`config.mk`:
```
export PLATFORM = sky130hd
export DESIGN_NAME = fetch_unit_flat
export DESIGN_NICKNAME = d
export VERILOG_FILES = /design/src/rtl/cpu_pkg.sv /design/src/rtl/fetch_unit_if.sv /design/src/rtl/fetch_unit_ifid_reg.sv /design/src/rtl/fetch_unit.sv /design/src/flat_wrapper.sv
export SDC_FILE = /design/constraint.sdc
export NUM_CORES = 1
export LEC_CHECK = 0
export ABC_CLOCK_PERIOD_IN_PS = 7000
export BUFFER_PORTS_ARGS = -buffer_cell sky130_fd_sc_hd__buf_2
export CORE_MARGIN = 4
export CORE_UTILIZATION = 54
export CTS_CLUSTER_DIAMETER = 60
export DETAILED_ROUTE_END_ITERATION = 12
export HOLD_SLACK_MARGIN = 0.15
export MAX_ROUTING_LAYER = met4
export PLACE_DENSITY = 0.92
export SLEW_MARGIN = 20
export SYNTH_ARGS = -nofsm -noshare
export SYNTH_HDL_FRONTEND = slang
export SYNTH_SLANG_ARGS = --single-unit
```
`constraint.sdc`:
```
create_clock -name clk -period 7 [get_ports clk]
set_input_delay 0.7 -clock clk [delete_from_list [all_inputs] [get_ports clk]]
set_output_delay 0.7 -clock clk [all_outputs]
set_load 0.02 [all_outputs]
```
`src/rtl/cpu_pkg.sv`:
```
// Shared CPU constants, fetch state encoding
// and the fetch next-PC helper.
package cpu_pkg;

    localparam int ADDR_W   = 20;
    localparam int INST_W   = 32;
    localparam int HALF_W   = 16;
    localparam int LONG_BIT = 15;

    localparam logic [ADDR_W-1:0] VEC_ADDR = '0;

    typedef enum logic {
        FS_VEC = 1'b0,
        FS_RUN = 1'b1
    } fetch_state_t;

    function automatic logic [ADDR_W-1:0] next_pc(
        input logic [ADDR_W-1:0] pc,
        input logic              is_long
    );
        return pc + (is_long ? ADDR_W'(2) : ADDR_W'(1));
    endfunction

endpackage

```
`src/rtl/fetch_unit_if.sv`:
```
// Instruction memory bus, pipeline controls
// and IF/ID outputs of the fetch stage.
interface fetch_unit_if;
    import cpu_pkg::*;

    logic [ADDR_W-1:0] imem_addr;
    logic [INST_W-1:0] imem_data;
    logic              stall;
    logic              flush;
    logic              redirect_valid;
    logic [ADDR_W-1:0] redirect_pc;
    logic              ifid_valid;
    logic [INST_W-1:0] ifid_inst;
    logic              ifid_is_long;
    logic [ADDR_W-1:0] ifid_pc;
    logic [ADDR_W-1:0] ifid_next_pc;

    modport master (
        output imem_addr,
        input  imem_data,
        input  stall,
        input  flush,
        input  redirect_valid,
        input  redirect_pc,
        output ifid_valid,
        output ifid_inst,
        output ifid_is_long,
        output ifid_pc,
        output ifid_next_pc
    );

    modport slave (
        input  imem_addr,
        output imem_data,
        output stall,
        output flush,
        output redirect_valid,
        output redirect_pc,
        input  ifid_valid,
        input  ifid_inst,
        input  ifid_is_long,
        input  ifid_pc,
        input  ifid_next_pc
    );

endinterface

```
`src/rtl/fetch_unit_ifid_reg.sv`:
```
// IF/ID pipeline register: clear drops valid only,
// load captures a new instruction, otherwise hold.
module ifid_reg
    import cpu_pkg::*;
(
    input  logic              clk,
    input  logic              rst,
    input  logic              clear,
    input  logic              load,
    input  logic [INST_W-1:0] d_inst,
    input  logic              d_is_long,
    input  logic [ADDR_W-1:0] d_pc,
    input  logic [ADDR_W-1:0] d_next_pc,
    output logic              q_valid,
    output logic [INST_W-1:0] q_inst,
    output logic              q_is_long,
    output logic [ADDR_W-1:0] q_pc,
    output logic [ADDR_W-1:0] q_next_pc
);

    // Register update; a cleared slot keeps its stale payload bits.
    always_ff @(posedge clk) begin
        if (rst) begin
            q_valid   <= 1'b0;
            q_inst    <= '0;
            q_is_long <= 1'b0;
            q_pc      <= '0;
            q_next_pc <= '0;
        end else if (clear) begin
            q_valid   <= 1'b0;
        end else if (load) begin
            q_valid   <= 1'b1;
            q_inst    <= d_inst;
            q_is_long <= d_is_long;
            q_pc      <= d_pc;
            q_next_pc <= d_next_pc;
        end
    end

endmodule

```
`src/rtl/fetch_unit.sv`:
```
// Fetch stage: reset-vector load, PC sequencing,
// instruction sizing and IF/ID register control.
module fetch_unit
    import cpu_pkg::*;
(
    input  logic clk,
    input  logic rst,
    fetch_unit_if.master bus
);

    fetch_state_t      state_q;
    fetch_state_t      state_d;
    logic [ADDR_W-1:0] pc_q;
    logic [ADDR_W-1:0] pc_d;
    logic              is_long;
    logic [ADDR_W-1:0] npc;
    logic [INST_W-1:0] inst;
    logic              clear;
    logic              load;

    assign is_long = bus.imem_data[LONG_BIT];
    assign npc     = next_pc(pc_q, is_long);
    assign inst    = is_long ? bus.imem_data :
                     {{(INST_W-HALF_W){1'b0}},
                      bus.imem_data[HALF_W-1:0]};

    // State and PC registers.
    always_ff @(posedge clk) begin
        if (rst) begin
            state_q <= FS_VEC;
            pc_q    <= VEC_ADDR;
        end else begin
            state_q <= state_d;
            pc_q    <= pc_d;
        end
    end

    // Next state, next PC, memory address and IF/ID controls.
    always_comb begin
        state_d       = state_q;
        pc_d          = pc_q;
        clear         = 1'b0;
        load          = 1'b0;
        bus.imem_addr = pc_q;
        unique case (state_q)
            FS_VEC: begin
                bus.imem_addr = VEC_ADDR;
                pc_d          = bus.imem_data[ADDR_W-1:0];
                state_d       = FS_RUN;
            end
            FS_RUN: begin
                if (bus.redirect_valid) begin
                    pc_d  = bus.redirect_pc;
                    clear = 1'b1;
                end else if (bus.stall) begin
                    pc_d  = pc_q;
                end else if (bus.flush) begin
                    clear = 1'b1;
                end else begin
                    pc_d  = npc;
                    load  = 1'b1;
                end
            end
            default: begin
                state_d = FS_VEC;
            end
        endcase
    end

    ifid_reg u_ifid (
        .clk       (clk),
        .rst       (rst),
        .clear     (clear),
        .load      (load),
        .d_inst    (inst),
        .d_is_long (is_long),
        .d_pc      (pc_q),
        .d_next_pc (npc),
        .q_valid   (bus.ifid_valid),
        .q_inst    (bus.ifid_inst),
        .q_is_long (bus.ifid_is_long),
        .q_pc      (bus.ifid_pc),
        .q_next_pc (bus.ifid_next_pc)
    );

endmodule

```
`src/flat_wrapper.sv`:
```
// flat-port wrapper written by rule: the top's interface ports become plain ports
module fetch_unit_flat import cpu_pkg::*;
  (clk, rst, bus_imem_addr, bus_imem_data, bus_stall, bus_flush, bus_redirect_valid, bus_redirect_pc, bus_ifid_valid, bus_ifid_inst, bus_ifid_is_long, bus_ifid_pc, bus_ifid_next_pc);
  fetch_unit_if bus_i ();
  input  logic clk;
  input  logic rst;
  output wire logic [$bits(bus_i.imem_addr)-1:0] bus_imem_addr;
  input wire logic [$bits(bus_i.imem_data)-1:0] bus_imem_data;
  input wire logic [$bits(bus_i.stall)-1:0] bus_stall;
  input wire logic [$bits(bus_i.flush)-1:0] bus_flush;
  input wire logic [$bits(bus_i.redirect_valid)-1:0] bus_redirect_valid;
  input wire logic [$bits(bus_i.redirect_pc)-1:0] bus_redirect_pc;
  output wire logic [$bits(bus_i.ifid_valid)-1:0] bus_ifid_valid;
  output wire logic [$bits(bus_i.ifid_inst)-1:0] bus_ifid_inst;
  output wire logic [$bits(bus_i.ifid_is_long)-1:0] bus_ifid_is_long;
  output wire logic [$bits(bus_i.ifid_pc)-1:0] bus_ifid_pc;
  output wire logic [$bits(bus_i.ifid_next_pc)-1:0] bus_ifid_next_pc;
  assign bus_imem_addr = bus_i.imem_addr;
  assign bus_i.imem_data = bus_imem_data;
  assign bus_i.stall = bus_stall;
  assign bus_i.flush = bus_flush;
  assign bus_i.redirect_valid = bus_redirect_valid;
  assign bus_i.redirect_pc = bus_redirect_pc;
  assign bus_ifid_valid = bus_i.ifid_valid;
  assign bus_ifid_inst = bus_i.ifid_inst;
  assign bus_ifid_is_long = bus_i.ifid_is_long;
  assign bus_ifid_pc = bus_i.ifid_pc;
  assign bus_ifid_next_pc = bus_i.ifid_next_pc;
  fetch_unit u_core (.clk(clk), .rst(rst), .bus(bus_i));
endmodule
```
======== Word-level counts from Yosys, hierarchy flattened ========
Index checks and enable logic that the tools add are counted.
storage, ports and cells
  bits in registers ....................... 95
  bits of input ports ..................... 57
  output and inout bits ................... 94
  logic and storage cells ................. 31
operators by class
  add/subtract/negate cells ............... 1
  equality and inequality tests ........... 2
  muxes and demuxes ....................... 16
  bitwise logic cells ..................... 2
  reduce and logical (&&, ||, !) cells .... 3
operator list
  operator                                number
  20-bit 2-to-1 mux                       4
  20-bit one-hot mux with 2 select lines  1
  32-bit 2-to-1 mux                       1
  20-bit adder                            1
  1-bit 2-to-1 mux                        9
  3-bit != test, second input constant    2
  2-bit AND reduction                     2
  2-bit 2-to-1 mux                        1
  1-bit inverter                          2
  2-bit OR reduction                      1

======== Logic depth before layout (Yosys ltp) ========
Gate-level depths: netlist of run 1.
  word-level depth ........................ 6
  mapped depth ............................ 10

======== Cells and area by module ========
A second synthesis of run 1 with hierarchy kept.
unflattened totals
  cell total of the unflattened synthesis .. 604
  area, all modules ....................... 5,693.0 µm²
by module, submodules not included
  module      instances  cells each  area each (µm²)  seq. area each (µm²)
  ifid_reg    1          336         3,758.6          1,481.4
  fetch_unit  1          268         1,934.4          420.4

======== Worst setup path before layout of run 1 ========
Ideal clock, no wire load.
  path type ............................... input -> register
  start point ............................. in bus_imem_data[15]
  end point ............................... reg u_core.u_ifid.q_next_pc[18]
  library setup time ...................... 0.086 ns
  data arrival time ....................... 2.781 ns
  setup slack ............................. 4.133 ns
  cell stages on the path ................. 10
  buffers on the path ..................... 2
  cell sequence ........................... clkbuf_1 -> buf_1 -> inv_1 -> ha_1 -> fa_1 -> and4_1 -> nand4_1 -> nor3_1 -> xnor2_1 -> a211oi_1
between the ends
  word-level cells in the longest chain between the ends .. 2
RTL lines
  item                  RTL line                   source
  from (decl)           flat_wrapper.sv:8          input wire logic [$bits(bus_i.imem_data)-1:0] bus_imem_data;
  2-bit 2-to-1 mux      cpu_pkg.sv:21              return pc + (is_long ? ADDR_W'(2) : ADDR_W'(1));
  20-bit adder          cpu_pkg.sv:21
  to (signal assigned)  fetch_unit_ifid_reg.sv:36  q_next_pc <= d_next_pc;
  to (decl)             fetch_unit_ifid_reg.sv:18  output logic [ADDR_W-1:0] q_next_pc
No other way between the ends.
A chain may end at the register's enable or synchronous reset.

======== Final worst setup path of run 1 ========
  start point ............................. reg u_core.state_q
  end point ............................... reg u_core.u_ifid.q_next_pc[18]
between the ends
  word-level cells in the longest chain between the ends .. 3
RTL lines
  item                             RTL line          source
  from (decl)                      fetch_unit.sv:11  fetch_state_t state_q;
  from (signal assigned)           fetch_unit.sv:33  state_q <= state_d;
  1-bit 2-to-1 mux                 fetch_unit.sv:45  unique case (state_q)
  1-bit inverter (no line)         -
  2-bit AND reduction (no line) *  -
Mark *: on every way between the ends. The rest lies on a longest branch, timed or not.

==> results of run 1 <==
## per-layer routing
metal / GRT usage, % / up-vias
met4: 10.2 / 0
li1: - / 2129
met2: 41.6 / 244
met1: 34.6 / 2068
met3: 6.29 / 38
met5: - / -
## state kept, by name, summed over array words and instances, names as in the netlist
name	cells
u_core.pc_q	20
u_core.state_q	1
u_core.u_ifid.q_inst	32
u_core.u_ifid.q_next_pc	20
u_core.u_ifid.q_pc	20
u_core.u_ifid.q_valid	1
## cell usage in the layout, fill, tap and decap left out, types with 3 or more instances in the layout
cell,count
a211oi_1,14
a21oi_1,83
a22oi_1,5
and2_1,19
buf_2,150
buf_4,3
clkbuf_8,10
dfxtp_1,94
inv_1,6
mux2i_1,3
nand2_1,118
nand2b_1,5
nand3_1,23
nand4_1,5
nor2_1,27
nor2b_1,5
nor3_1,4
o211ai_1,6
o21a_1,3
o21ai_0,21
o221ai_1,4
or3_1,5
xnor2_1,10
xor2_1,9
## through the flow
stage	cell area (um2)	worst slack, ns	util, %	hold slack (ns)	power (mW)
after detailed placement	5020	4.05	64.3	0.443	0.730
after global routing	5250	3.89	67.2	0.477	1.16
after global placement	5020	4.19	64.3	0.435	0.725
after floorplan	4370	4.13	-	0.457	0.681
after CTS	5250	4.20	67.2	0.455	1.12
final	5250	4.18	67.2	0.455	1.12
## layout make-up
class                   count  share of cell area, %
clock buffers              10                   2.62
clock inverters             6                   1.62
multi-input cells         404                   42.2
flip-flops and latches     94                   35.9
repair buffers            153                   14.7
inverters                   7                  0.501
well taps                 102                   2.43
## cells by family (layout without fill, tap and decap cells)
| group | after synthesis | in the layout | share of synthesized area [%] |
|---|---|---|---|
| AOI/OAI and AO/OA | 150 | 150 | 20.2 |
| xor gates and xnor gates | 19 | 19 | 3.81 |
| adders and majority gates | 3 | 3 | 1.03 |
| buffers and inverters | 55 | 176 | 6.44 |
| DFF | 94 | 94 | 43.1 |
| muxes | 3 | 3 | 0.688 |
| and+or+nand+nor | 229 | 229 | 24.7 |
## critical path, stage by stage (launching register included)
cell and delay, ns:
dfxtp_1 0.42, buf_4 0.38, nand2b_1 0.24, nor2_4 0.75, buf_4 0.54, nor2_1 0.10
a211oi_1 0.25
## how the worst min path moves through the flow
stage                                   startpoint                       end  cells after the start  slack, ns
after floorplan                     u_core.pc_q[0]     u_core.u_ifid.q_pc[0]                      2       0.46
after global placement    u_core.u_ifid.q_inst[30]  u_core.u_ifid.q_inst[30]                      2       0.43
after detailed placement  u_core.u_ifid.q_inst[21]  u_core.u_ifid.q_inst[21]                      2       0.44
after CTS                 u_core.u_ifid.q_inst[21]  u_core.u_ifid.q_inst[21]                      2       0.46
after global routing        u_core.u_ifid.q_pc[13]    u_core.u_ifid.q_pc[13]                      2       0.48
final                     u_core.u_ifid.q_inst[21]  u_core.u_ifid.q_inst[21]                      2       0.46
## power breakdown
part	total, mW	switching, mW	internal, mW	leakage [nW]
combinational	0.145	0.0911	0.0541	1.34
sequential	0.576	0.0246	0.552	0.764
clock	0.400	0.190	0.210	0.108
total	1.12	0.306	0.816	2.21
==> results.cfg, run 1 <==
[yosys]
netlist_top_cells_count = nand2_1 (119), dfxtp_1 (94), a21oi_1 (83)
synth_seq_area_share_pct = 43.1
synth-async-reset-ratio_pct = 0
ys.flop_type = dfxtp_1
synth_warnings = 0
yosysMostFrequentCell = nand2_1
syn-cell-area_um2 = 4370
syn_avg_cell_area_um2 = 7.90
synth_edf_count = 0
synth_area_leaders = dfxtp_1 (43%), nand2_1 (10%), a21oi_1 (9.5%)
yosys.area.top_type = dfxtp_1
synth-seq-cells = 94
synth_top_area_share_pct = 43.1
ys_types = 57
syn_nets = 613
syn_inst = 553

[clock_network]
cts_resized = 0
root_buffer = clkbuf_8
numCtsBuffers = 9
cts_buffer_depth = 2
post-cts-setup-buffers = 0
hold_buffers = 0
h-tree-depth = 3
tritoncts = done
clock_latency_ns = 0.35
clk_pin_slew_ns = 0.09
cts.sinks = 94

[detailed_routing]
wl_met3_um = 1310
met2_length_um = 5780
firstDrtPassIters = 7
viasPerCell = 5.77
antenna_left = 0
drc_errors = 0
drt_iter0_drc = 502
finalWirelength_um = 12800
wire_per_inst_um = 16.5
vias = 4479
met1_length_um = 5330
topRoutingLayerUsed = met4

[critical_path]
crit_path_end_kind = flip-flop
reg2reg_to = u_core.u_ifid.q_next_pc[18]
critPathLaunch = u_core.state_q
critPathArrivalTime_ns = 3.07
timing.rr.start = u_core.state_q
crit_path_max_fanout = 51
criticalPathCategory = flip-flop to flip-flop
rr_worst_depth = 6
cp.required_ns = 7.25
crit_path_start_kind = flip-flop
crit_end = u_core.u_ifid.q_next_pc[18]
r2r_slack_ns = 4.18

[finish]
register_area_um2 = 1880
finalNonFillerCells = 776
drive_gt1_share_pct = 26.6
syn_to_final_growth_pct = 20.1
fillers = 685
multiInputGateArea_um2 = 2210
layout.nets = 729
antennaDiodeCount = 0

[timing]
worst_slew_pin_slew_ns = 1.05
fmax_ghz = 0.355
clock_skew_ns = 0.00897
report.final.slew_viol_count = 0
rsz0062_at_grt = false
period_share_pct = 40.3
relSlewSlack_pct = 29.9
setup_violations = 0
tns_ns = 0
hold_violations = 0
period_minus_slack_ns = 2.82

[placed_design]
hpwl_um = 9020
io_buffers = 150
place_inst = 760
globalplace.congestion = 0.903

[grt]
antenna_found_initial = 0
grt_pass1_vias = 4404
grt_max_degree = 85
grt_use_total_pct = 27.0
grt_pass1_wl_um = 21000
grt_remaining_overflow = 0

[floorplanning]
start_util_pct = 55.9
rows = 32
chipHeight_um = 97.9
die_area_um2 = 9590
coreArea_um2 = 7810
die_width_um = 97.9
pin_count = 151

[pwr]
power-per-cell-area_nw_per_um2 = 214
p_leak_nw = 2.21
irDropWorstVdd_uv = 108

[status]
status = complete, no violations

[min_path]
hold_path_class = flip-flop to flip-flop

[flow_run]
maxCapViolCount = 0
No activity file was read; power rests on OpenSTA's default activity.
==> inputs of run 2 (changes only) <==
--- a/config.mk
+++ b/config.mk
@@ -5,15 +5,15 @@
 export SDC_FILE = /design/constraint.sdc
 export NUM_CORES = 1
 export LEC_CHECK = 0
-export ABC_CLOCK_PERIOD_IN_PS = 7000
+export ABC_CLOCK_PERIOD_IN_PS = 2500
 export BUFFER_PORTS_ARGS = -buffer_cell sky130_fd_sc_hd__buf_2
 export CORE_MARGIN = 4
-export CORE_UTILIZATION = 54
+export CORE_UTILIZATION = 45
 export CTS_CLUSTER_DIAMETER = 60
 export DETAILED_ROUTE_END_ITERATION = 12
 export HOLD_SLACK_MARGIN = 0.15
 export MAX_ROUTING_LAYER = met4
-export PLACE_DENSITY = 0.92
+export PLACE_DENSITY = 0.83
 export SLEW_MARGIN = 20
 export SYNTH_ARGS = -nofsm -noshare
 export SYNTH_HDL_FRONTEND = slang
==> constraint.sdc (replaced) <==
create_clock -name clk -period 2.5 [get_ports clk]
set_input_delay 0.25 -clock clk [delete_from_list [all_inputs] [get_ports clk]]
set_output_delay 0.25 -clock clk [all_outputs]
set_load 0.02 [all_outputs]
==> results.cfg, run 2 (synthesized netlist as in run 1, its figures left out) <==
[status]
status = complete, no violations

[timing]
hold_violations = 0
clock_skew_ns = 0.0105
worst_slew_pin_slew_ns = 0.696
period_minus_slack_ns = 2.12
tns_ns = 0
setup_violations = 0
fmax_ghz = 0.472
rsz0062_at_grt = false
relSlewSlack_pct = 53.5
period_share_pct = 84.8
report.final.slew_viol_count = 0

[critical_path]
r2r_slack_ns = 0.38
reg2reg_to = u_core.pc_q[18]
crit_path_end_kind = flip-flop
critPathArrivalTime_ns = 2.37
timing.rr.start = u_core.pc_q[0]
criticalPathCategory = flip-flop to flip-flop
crit_path_start_kind = flip-flop
cp.required_ns = 2.75
rr_worst_depth = 7
crit_path_max_fanout = 6

[finish]
syn_to_final_growth_pct = 27.1
fillers = 812
regMostFlops = u_core.u_ifid.q_inst
largest_reg_flops = 32
final_common_cell = buf_2
drive_gt1_share_pct = 26.8
layout.nets = 761
layout_common_cells = buf_2 (150), nand2_1 (118), dfxtp_1 (94)

[min_path]
hold_start = bus_imem_data[30]
hold_path_class = input port to flip-flop
min_to = u_core.u_ifid.q_inst[30]
worstHoldPathCells = 3

[placed_design]
globalplace.congestion = 0.935
hpwl_um = 9790
io_buffers = 150

[grt]
grt_max_degree = 48
grt_remaining_overflow = 0
grt_use_total_pct = 25.3
grt_pass1_vias = 4500
grt_pass1_wl_um = 22700
antenna_found_initial = 0

[floorplanning]
rows = 35
pin_count = 151
start_util_pct = 46.8
die_area_um2 = 11300
coreArea_um2 = 9330
chipHeight_um = 107
die_width_um = 107

[clock_network]
clk_pin_slew_ns = 0.08
root_buffer = clkbuf_8
tritoncts = done
h-tree-depth = 3
clock_latency_ns = 0.36
cts_buffer_depth = 2
numCtsBuffers = 9
cts_resized = 0
cts.sinks = 94

[pwr]
power-per-cell-area_nw_per_um2 = 549
irDropWorstVdd_uv = 324
p_total_mw = 3.05
p_leak_nw = 2.34

[detailed_routing]
topRoutingLayerUsed = met4
firstDrtPassIters = 5
drt_iter0_drc = 348
viasPerCell = 5.48
wl_met3_um = 1370
antenna_left = 0
finalWirelength_um = 13800
wire_per_inst_um = 16.6
met1_length_um = 5860
met2_length_um = 6370
vias = 4578
drc_errors = 0

[flow_run]
maxCapViolCount = 0
## run 2: what timing repair did
action | CTS | global route
endpoints found under the hold margin | 20 | 0
buffers inserted | 0 | 0
hold buffers | 20 | 0
## run 2: per-layer routing
layer  GRT usage (%)  vias up
met1            33.5     2089
li1                -     2199
met3            5.10       27
met2            38.8      263
met4            8.68        0
met5               -        -
## run 2: worst max path at each step
stage                                 start                          end  cells after the start
after global placement    bus_imem_data[15]  u_core.u_ifid.q_next_pc[18]                      9
final                        u_core.pc_q[0]              u_core.pc_q[18]                      7
after CTS                    u_core.pc_q[0]              u_core.pc_q[18]                      7
after floorplan           bus_imem_data[15]  u_core.u_ifid.q_next_pc[18]                     10
after detailed placement  bus_imem_data[15]              u_core.pc_q[18]                      9
after global routing         u_core.pc_q[0]              u_core.pc_q[18]                      7
## run 2: cell type report
class	instances	area, um2	share of cell area [%]
clock inverters	5	61.3	1.10
clock buffers	10	128	2.30
well taps	129	161	2.91
multi-input cells	404	2210	39.9
flip-flops and latches	94	1880	33.9
repair buffers	185	1080	19.4
inverters	7	26.3	0.473
diodes	1	2.50	0.0451
## run 2: metrics by stage
step	setup slack (ns)	utilization (%)	hold WS, ns	std cells	area, um2
after detailed placement	0.303	55.3	0.443	799	5160
after global placement	0.362	55.3	0.436	799	5160
final	0.380	59.5	0.172	835	5550
after global routing	0.175	59.5	0.160	834	5550
after floorplan	0.0831	-	0.386	553	4370
after CTS	0.387	59.5	0.151	834	5550
## run 2: critical path: stages, from the launching register on
cell	delay, ns
dfxtp_1	0.39
ha_1	0.21
fa_1	0.28
and4_1	0.28
nand4_1	0.26
nor3_1	0.25
xnor2_1	0.12
a211oi_1	0.25
## run 2: power by group
part	switching, mW	leakage (nW)	total [mW]	internal, mW
Clock	0.525	0.0846	0.984	0.459
Sequential	0.0644	0.764	1.61	1.55
Combinational	0.271	1.49	0.455	0.185
==> inputs of run 3 (changes only) <==
--- a/config.mk
+++ b/config.mk
@@ -5,7 +5,8 @@
 export SDC_FILE = /design/constraint.sdc
 export NUM_CORES = 1
 export LEC_CHECK = 0
-export ABC_CLOCK_PERIOD_IN_PS = 2500
+export ABC_AREA = 1
+export ABC_CLOCK_PERIOD_IN_PS = 1800
 export BUFFER_PORTS_ARGS = -buffer_cell sky130_fd_sc_hd__buf_2
 export CORE_MARGIN = 4
 export CORE_UTILIZATION = 45
==> constraint.sdc (replaced) <==
create_clock -name clk -period 1.8 [get_ports clk]
set_input_delay 0.18 -clock clk [delete_from_list [all_inputs] [get_ports clk]]
set_output_delay 0.18 -clock clk [all_outputs]
set_load 0.02 [all_outputs]
==> results.cfg, run 3 <==
[clock_network]
cts_buffer_depth = 2
root_buffer = clkbuf_8
numCtsBuffers = 9
clock_latency_ns = 0.38
clk_pin_slew_ns = 0.10
cts.sinks = 94
h-tree-depth = 3
tritoncts = done

[yosys]
syn_avg_cell_area_um2 = 7.10
syn_nets = 680
syn_inst = 620
synth_edf_count = 0
ys.flop_type = dfxtp_1
synth-seq-cells = 94
yosysMostFrequentCell = dfxtp_1
synth_warnings = 0
synth_top_area_share_pct = 42.7
synth_area_leaders = dfxtp_1 (43%), a21oi_1 (9.0%), nand2_1 (7.7%)
synth-async-reset-ratio_pct = 0
synth_seq_area_share_pct = 42.7
ys_types = 32
syn-cell-area_um2 = 4400
yosys.area.top_type = dfxtp_1
netlist_top_cells_count = dfxtp_1 (94), nand2_1 (90), a21oi_1 (79)

[placed_design]
placed_area_um2 = 5270
hpwl_um = 10100
io_buffers = 150
globalplace.congestion = 0.903

[pwr]
p_leak_nw = 2.85
irDropWorstVdd_uv = 377
power-per-cell-area_nw_per_um2 = 788

[grt]
grt_remaining_overflow = 0
antenna_found_initial = 0
grt_use_total_pct = 26.5
grt_pass1_wl_um = 23800
grt_max_degree = 77
grt_pass1_vias = 4832

[critical_path]
critPathArrivalTime_ns = 2.02
cp.required_ns = 2.06
crit_path_max_fanout = 5
path_common_cell = nand2_1
crit_path_end_kind = flip-flop
critPathTopFamily = adder cells
crit_path_start_kind = flip-flop
path_cells = ha_4 > fa_2 > nand2_1 > nor2_1 > nand2_2 > xor2_2 > nand2_1 > nand3_2 > a21oi_2
crit_slowest_cell = fa_2
criticalPathCategory = flip-flop to flip-flop
cpPeakStageDelay_ns = 0.39
crit_buf_inv = 0

[floorplanning]
pin_count = 151
chipHeight_um = 107
coreArea_um2 = 9370
die_width_um = 107
start_util_pct = 47.0
rows = 35
die_area_um2 = 11400

[finish]
layout.nets = 851
drive_gt1_share_pct = 27.9
final_common_cell = buf_2
regMostFlops = u_core.u_ifid.q_inst
antennaDiodeCount = 0
final_core_util_pct = 63.4
syn_to_final_growth_pct = 34.9
largest_reg_flops = 32
design_area_um2 = 5940
layout_common_cells = buf_2 (150), dfxtp_1 (93), nand2_1 (88)

[timing]
period_minus_slack_ns = 1.75
hold_violations = 0
worst_slew_pin_slew_ns = 0.410
tns_ns = 0
period_share_pct = 97.4
report.final.slew_viol_count = 0
fmax_ghz = 0.570
whs_ns = 0.193
relSlewSlack_pct = 72.6
setup_violations = 0
clock_skew_ns = 0.0119
rsz0062_at_grt = true

[min_path]
hold_path_class = input port to flip-flop

[detailed_routing]
finalWirelength_um = 14800
firstDrtPassIters = 5
vias = 4877
wire_per_inst_um = 16.0
antenna_left = 0
drc_errors = 0
drt_iter0_drc = 409
viasPerCell = 5.27

[status]
status = complete, no violations

[flow_run]
maxCapViolCount = 0
run 3: cell types whose count changed after synthesis, moves of 19 or more:
cell	previous run	this run
inv_1	6	59
nor2_1	28	78
o21ai_0	21	60
nand2_1	119	90
nand3_1	23	46
and2_1	19	0
run 3: repair_timing:
action,in CTS,in global routing
hold endpoints to repair,44,0
gates resized for setup,1,16
setup buffers,0,2
pin swaps,0,6
hold buffers,36,0
endpoints found under the setup margin,3,14
run 3: report_power, final:
| group | switching (mW) | internal (mW) | total [mW] |
|---|---|---|---|
| registers | 0.0910 | 2.17 | 2.26 |
| logic | 0.490 | 0.316 | 0.806 |
| clock network | 0.787 | 0.827 | 1.61 |
| total | 1.37 | 3.31 | 4.68 |
run 3: logic make-up (layout without fill, tap and decap cells):
group	Yosys count	after routing	share of synthesized area, %
DFF	94	94	42.7
AOI/OAI and AO/OA	168	168	20.5
adders and majority gates	3	3	1.02
and+or+nand+nor	240	240	23.9
xor gates and xnor gates	7	7	1.39
buffers and inverters	108	284	10.5
run 3: metrics by stage:
step | instances | setup WS [ns] | power, mW
CTS | 923 | 0.0201 | 4.66
floorplan | 620 | 0.0193 | 2.73
detailed placement | 871 | 0.0131 | 3.01
finish | 925 | 0.0462 | 4.68
global placement | 871 | 0.0676 | 2.99
global route | 925 | -0.0467 | 4.88
run 3: path summary, 6_finish.rpt:
| check | startpoint | end | slack, ns | cells after the start |
|---|---|---|---|---|
| worst max register to register | u_core.pc_q[0] | u_core.pc_q[8] | 0.05 | 9 |
| worst min register to register | u_core.u_ifid.q_inst[27] | u_core.u_ifid.q_inst[27] | 0.47 | 2 |
| worst min-delay path | rst | u_core.u_ifid.q_inst[15] | 0.19 | 2 |
| worst max-delay path | u_core.pc_q[0] | u_core.pc_q[8] | 0.05 | 9 |
run 3: area by class of cell:
class	instances	area, um2
Fill cell	856	3430
Clock inverter	6	92.6
Multi-Input combinational cell	418	2120
Timing Repair Buffer	204	1300
Tap cell	129	161
Sequential cell	94	1890
Clock buffer	10	138
Inverter	64	245
run 3: routing by layer:
layer	track usage [%]	up-vias	wire, um
met2	42.3	245	6840
met1	34.0	2224	6550
li1	-	2366	-
met3	3.85	42	972
met5	-	-	0
met4	10.7	0	459
